File: config.mk
export PLATFORM = sky130hd
export DESIGN_NAME = uart_tx_arbiter
export DESIGN_NICKNAME = d
export VERILOG_FILES = /design/src/rtl/uart_pkg.sv /design/src/rtl/rr_pick.sv /design/src/rtl/uart_tx_arbiter.sv
export SDC_FILE = /design/constraint.sdc
export NUM_CORES = 1
export LEC_CHECK = 0
export ABC_AREA = 1
export ABC_CLOCK_PERIOD_IN_PS = 2000
export BUFFER_PORTS_ARGS = -buffer_cell sky130_fd_sc_hd__buf_2
export CORE_ASPECT_RATIO = 1.75
export CORE_UTILIZATION = 27
export DETAILED_ROUTE_END_ITERATION = 6
export PLACE_DENSITY = 0.46
export SLEW_MARGIN = 30
export SYNTH_ARGS = -nofsm -noshare
export SYNTH_HDL_FRONTEND = slang
export SYNTH_SLANG_ARGS = --single-unit
File: constraint.sdc
create_clock -name clk -period 2 [get_ports clk]
set_input_delay 0.1 -clock clk [delete_from_list [all_inputs] [get_ports clk]]
set_output_delay 0.1 -clock clk [all_outputs]
set_load 0.03 [all_outputs]
File: src/rtl/uart_pkg.sv
// Shared types and constants for the UART transmit-side blocks.
package uart_pkg;

    localparam int UART_BYTE_W = 8;

    typedef enum logic [0:0] {
        IDLE = 1'b0,
        XFER = 1'b1
    } arb_state_t;

endpackage

File: src/rtl/rr_pick.sv
// Combinational round-robin selector: finds the first set request bit
// searching upward from last_id+1 and wrapping modulo NUM_REQ.
module rr_pick #(
    parameter int NUM_REQ = 4
) (
    input  logic [NUM_REQ-1:0]         req,
    input  logic [$clog2(NUM_REQ)-1:0] last_id,
    output logic                       any,
    output logic [$clog2(NUM_REQ)-1:0] id
);

    localparam int ID_W = $clog2(NUM_REQ);

    logic [ID_W-1:0] cand;

    // Walk the candidates in priority order, keeping the first one that is requesting
    always_comb begin
        any  = 1'b0;
        id   = '0;
        cand = '0;
        for (int k = 1; k <= NUM_REQ; k++) begin
            cand = ID_W'((int'(last_id) + k) % NUM_REQ);
            if (!any && req[cand]) begin
                any = 1'b1;
                id  = cand;
            end
        end
    end

endmodule

File: src/rtl/uart_tx_arbiter.sv
// Message-atomic round-robin arbiter sharing the UART TX FIFO write port
// among NUM_REQ byte-stream requesters, with a stall watchdog.
module uart_tx_arbiter
    import uart_pkg::*;
#(
    parameter int NUM_REQ       = 4,
    parameter int TIMEOUT_WIDTH = 10
) (
    input  logic                           clk,
    input  logic                           reset,
    input  logic                           clear,
    input  logic [NUM_REQ-1:0]             req_valid,
    input  logic [NUM_REQ*UART_BYTE_W-1:0] req_data,
    input  logic [NUM_REQ-1:0]             req_last,
    output logic [NUM_REQ-1:0]             req_ready,
    output logic                           wena,
    output logic [UART_BYTE_W-1:0]         wdata,
    input  logic                           full,
    output logic                           grant_valid,
    output logic [$clog2(NUM_REQ)-1:0]     grant_id,
    output logic                           timeout
);

    localparam int ID_W = $clog2(NUM_REQ);

    arb_state_t               state;
    logic [ID_W-1:0]          last_id;
    logic [TIMEOUT_WIDTH-1:0] wd_cnt;

    logic                     pick_any;
    logic [ID_W-1:0]          pick_id;

    logic [UART_BYTE_W-1:0]   req_bytes [NUM_REQ];
    logic                     sel_valid;
    logic                     sel_last;
    logic                     handshake;
    logic                     wd_tick;
    logic                     wd_expired;

    rr_pick #(
        .NUM_REQ (NUM_REQ)
    ) u_pick (
        .req     (req_valid),
        .last_id (last_id),
        .any     (pick_any),
        .id      (pick_id)
    );

    // Split the flat data bus into one byte per requester for clean indexing
    always_comb begin
        for (int i = 0; i < NUM_REQ; i++) begin
            req_bytes[i] = req_data[i*UART_BYTE_W +: UART_BYTE_W];
        end
    end

    // Write-port mux driven straight from the registered grant, so the first byte can go out in the first XFER cycle
    always_comb begin
        sel_valid  = req_valid[grant_id];
        sel_last   = req_last[grant_id];
        handshake  = grant_valid && sel_valid && !full;
        wd_tick    = grant_valid && !sel_valid && !full;
        wd_expired = &wd_cnt;
        wena       = handshake;
        wdata      = grant_valid ? req_bytes[grant_id] : '0;
        req_ready  = '0;
        if (grant_valid && !full) begin
            req_ready[grant_id] = 1'b1;
        end
    end

    // Arbitration FSM, grant registers and watchdog; a handshake always beats watchdog expiry and a full FIFO freezes the watchdog
    always_ff @(posedge clk or posedge reset) begin
        if (reset) begin
            state       <= IDLE;
            grant_valid <= 1'b0;
            grant_id    <= '0;
            last_id     <= ID_W'(NUM_REQ - 1);
            wd_cnt      <= '0;
            timeout     <= 1'b0;
        end else if (clear) begin
            state       <= IDLE;
            grant_valid <= 1'b0;
            grant_id    <= '0;
            last_id     <= ID_W'(NUM_REQ - 1);
            wd_cnt      <= '0;
            timeout     <= 1'b0;
        end else begin
            timeout <= 1'b0;
            case (state)
                IDLE: begin
                    if (pick_any) begin
                        grant_id    <= pick_id;
                        grant_valid <= 1'b1;
                        wd_cnt      <= '0;
                        state       <= XFER;
                    end
                end
                XFER: begin
                    if (handshake) begin
                        wd_cnt <= '0;
                        if (sel_last) begin
                            last_id     <= grant_id;
                            grant_valid <= 1'b0;
                            state       <= IDLE;
                        end
                    end else if (wd_expired && !full) begin
                        timeout     <= 1'b1;
                        last_id     <= grant_id;
                        grant_valid <= 1'b0;
                        wd_cnt      <= '0;
                        state       <= IDLE;
                    end else if (wd_tick) begin
                        wd_cnt <= wd_cnt + 1'b1;
                    end
                end
                default: begin
                    state       <= IDLE;
                    grant_valid <= 1'b0;
                end
            endcase
        end
    end

endmodule
==> impl_metrics.env <==
export IMPL_status="finished clean"
export IMPL_drive_gt1_share_pct=27.4
export IMPL_final_net_count=382
export IMPL_fin_util_pct=37.9
export IMPL_yosysWarningCount=0
export IMPL_fin_skew_ns=0.00651
export IMPL_ys_types=32
export IMPL_htreeDepth=1
export IMPL_pwr_density_cell_nw_per_um2=1060
export IMPL_ys_seq_elements=17
export IMPL_tightestPinTransition_ns=0.739
export IMPL_vdd_drop_max_mv=0.429
export IMPL_clkLatencyLatePin_ns=0.26
export IMPL_avgRoutedWirePerCell_um=13.1
export IMPL_port_buffers=60
export IMPL_worst_path_most_repeated_cell="nand2_1"
export IMPL_path_max_fanout=9
export IMPL_syn_inst=262
export IMPL_antenna_found_initial=0
export IMPL_critPathBufInv=2
export IMPL_worstPathRequired_ns=2.13
export IMPL_dr_pass1_iters=5
export IMPL_cts_clk_slew_worst_paths_ns=0.07
export IMPL_finalCritPeriodShare_pct=93.0
export IMPL_start_util_pct=28.2
export IMPL_min_path_type="in2reg"
export IMPL_first_iter_violations=88
export IMPL_crit_chain="buf_4 > nand2_1 > nand3_1 > nand2_1 > nor2_4 > nand4_2 > nand2_4 > clkbuf_4 > o21ai_0"
export IMPL_cp_slowest_cell="dfstp_2"
export IMPL_finalHoldViolCount=0
export IMPL_row_count=36
export IMPL_setup_tns_ns=0
export IMPL_track_usage_pct=17.8
export IMPL_crit_family="simple AND/OR/NAND/NOR gates"
export IMPL_drc_errors=0
export IMPL_min_period_ns=1.86
export IMPL_synth_seq_area_share_pct=27.1
export IMPL_crit_start="last_id[0]$_DFFE_PP1P_"
export IMPL_cp_start_kind="register"
export IMPL_ys_async_sr_fraction_pct=100
export IMPL_worstHoldPathCells=4
export IMPL_final_max_slew_viol_count=0
export IMPL_fmax_mhz=538
export IMPL_dpl_hpwl_mm=4.17
export IMPL_cap_violations=0
export IMPL_synthesis_nets=307
export IMPL_ioPinCount=61
export IMPL_p_leak_nw=1.10
export IMPL_rr_startpoint="last_id[0]$_DFFE_PP1P_"
export IMPL_synth_edf_count=0
export IMPL_worstPathArrival_ns=1.99
export IMPL_slowest_delay_ns=0.62
export IMPL_r2r_end="wd_cnt[1]$_DFFE_PP0P_"
export IMPL_vias_per_cell=4.70
export IMPL_crit_cells=9
export IMPL_core_um2=5590
export IMPL_grt_overflow_total=0
export IMPL_cts_inserted_buffers=3
export IMPL_cts_root_buf="clkbuf_8"
export IMPL_setup_viol=0
export IMPL_fillers=654
export IMPL_rsz0062_at_grt="no"
export IMPL_n_antenna_cell=0
export IMPL_r2r_slack_ns=0.14
export IMPL_cts_tree="yes"
export IMPL_dieArea_um2=6160
export IMPL_dp_cells=399
export IMPL_end_kind="register"
export IMPL_grt_pass1_vias=1809
export IMPL_gp_congestion=0.867
export IMPL_syn_cell_area_um2=1580
export IMPL_slew_headroom_pct=50.7
export IMPL_hold_path_end="timeout$_DFF_PP0_"
export IMPL_syn_area_per_cell_um2=6.02
export IMPL_dieWidth_um=59.8
export IMPL_ant_nets=0
export IMPL_synth_main_ff_cell="dfrtp_1"
export IMPL_grt_max_degree=20
export IMPL_cts_buffer_depth=2
export IMPL_die_h_um=103
export IMPL_num_vias=1938
export IMPL_grt_pass1_wl_mm=8.34
export IMPL_reg2reg_depth=9
export IMPL_wl_mm=5.40
export IMPL_hold_path_startpoint="full"
export IMPL_worstSetupPathType="reg2reg"
export IMPL_final_cells=412
export IMPL_clock_sinks=17
export IMPL_area_delta_synth_final_pct=34.2
cell usage after synthesis, drive strengths merged (2+ instances only):
| master | n | share of area (%) |
|---|---|---|
| buf | 4 | 1.8 |
| clkbuf | 5 | 1.3 |
| inv | 28 | 6.7 |
| dfstp | 2 | 3.3 |
| nand3 | 24 | 7.6 |
| nand2 | 91 | 22 |
| nor2 | 28 | 7.1 |
| dfrtp | 15 | 24 |
| clkinv | 2 | 0.48 |
| nor3 | 7 | 2.2 |
| a22oi | 8 | 3.8 |
| nand3b | 3 | 1.4 |
| o21ai | 16 | 5.3 |
| xnor2 | 2 | 1.1 |
| nand4 | 12 | 5.2 |
| a31oi | 8 | 3.2 |
sequential cells by signal, indices dropped and copies added, names as in the netlist:
register / flops
timeout: 1
grant_id: 2
last_id: 2
grant_valid: 1
wd_cnt: 10
state: 1
layer usage:
metal	global-route usage, %	share of wire [%]	wire length (µm)
met1	19.6	40	2160
met2	33.3	55	2970
met3	1.38	2.5	136
met4	7.69	2.3	125
met5	0	0	0
tightest hold or removal path: stages:
cell     delay, ns
buf_2         0.11
nor3_1        0.06
nand2_1       0.07
nor2_1        0.05
report_power, final:
part	switching [mW]	internal [mW]
logic	0.914	0.529
registers	0.113	0.427
clock network	0.127	0.138
total	1.15	1.09
cell type report:
type                       count  area, µm²  share of cell area, %
timing repair buffer          79        445                   21.1
multi-input combinational    206        987                   46.7
clock buffer                   3       41.3                   1.95
clock inverter                 1       5.00                  0.237
inverter                      30        113                   5.32
sequential                    17        429                   20.3
tap                           76       95.1                   4.49
logic make-up (layout without fill, tap and decap cells):
kind of cell,Yosys count,after routing,synth area share (%)
adder cells (fa/ha/maj),1,1,0.794
flip-flops,17,17,27.1
XOR/XNOR,3,3,1.67
buffers and inverters,39,113,10.2
AO/OA/AOI/OAI,36,36,14.0
AND/OR/NAND/NOR,166,166,46.1
stage by stage:
stage	setup slack, ns	power [mW]	hold WS, ns	cell area (µm²)
3_5_place_dp	0.159	1.89	0.257	2000
4_1_cts	0.130	2.16	0.152	2050
6_report	0.141	2.25	0.164	2120
3_3_place_gp	0.182	1.90	0.243	2000
2_1_floorplan	0.157	1.51	0.0246	1580
5_1_grt	0.0137	2.48	0.178	2120
repair_timing:
item | CTS | global route
endpoints found under the setup margin | 0 | 8
resized for setup | 0 | 1
hold buffers | 1 | 0
endpoints found under the hold margin | 15 | 0
setup buffers | 0 | 8
worst max-delay path by stage:
stage / end / slack (ns)
2_1_floorplan: wdata[0] / 0.16
3_3_place_gp: wd_cnt[8]$_DFFE_PP0P_ / 0.18
3_5_place_dp: wd_cnt[8]$_DFFE_PP0P_ / 0.16
4_1_cts: wdata[7] / 0.13
5_1_grt: wd_cnt[6]$_DFFE_PP0P_ / 0.01
6_report: wd_cnt[1]$_DFFE_PP0P_ / 0.14
cell usage in the layout (no fill, tap or decap), types with 2 or more instances in the layout:
cell type  count
nand2_1       90
buf_2         60
nor2_1        27
inv_1         26
nand3_1       24
buf_4         17
dfrtp_1       14
nand4_1       11
o21ai_0        8
a22oi_1        8
a31oi_1        8
o21ai_1        7
nor3_1         7
nand3b_1       3
clkbuf_8       3
inv_2          2
clkinv_1       2
xnor2_1        2
dfstp_2        2
(Power assumes the default switching activity.)
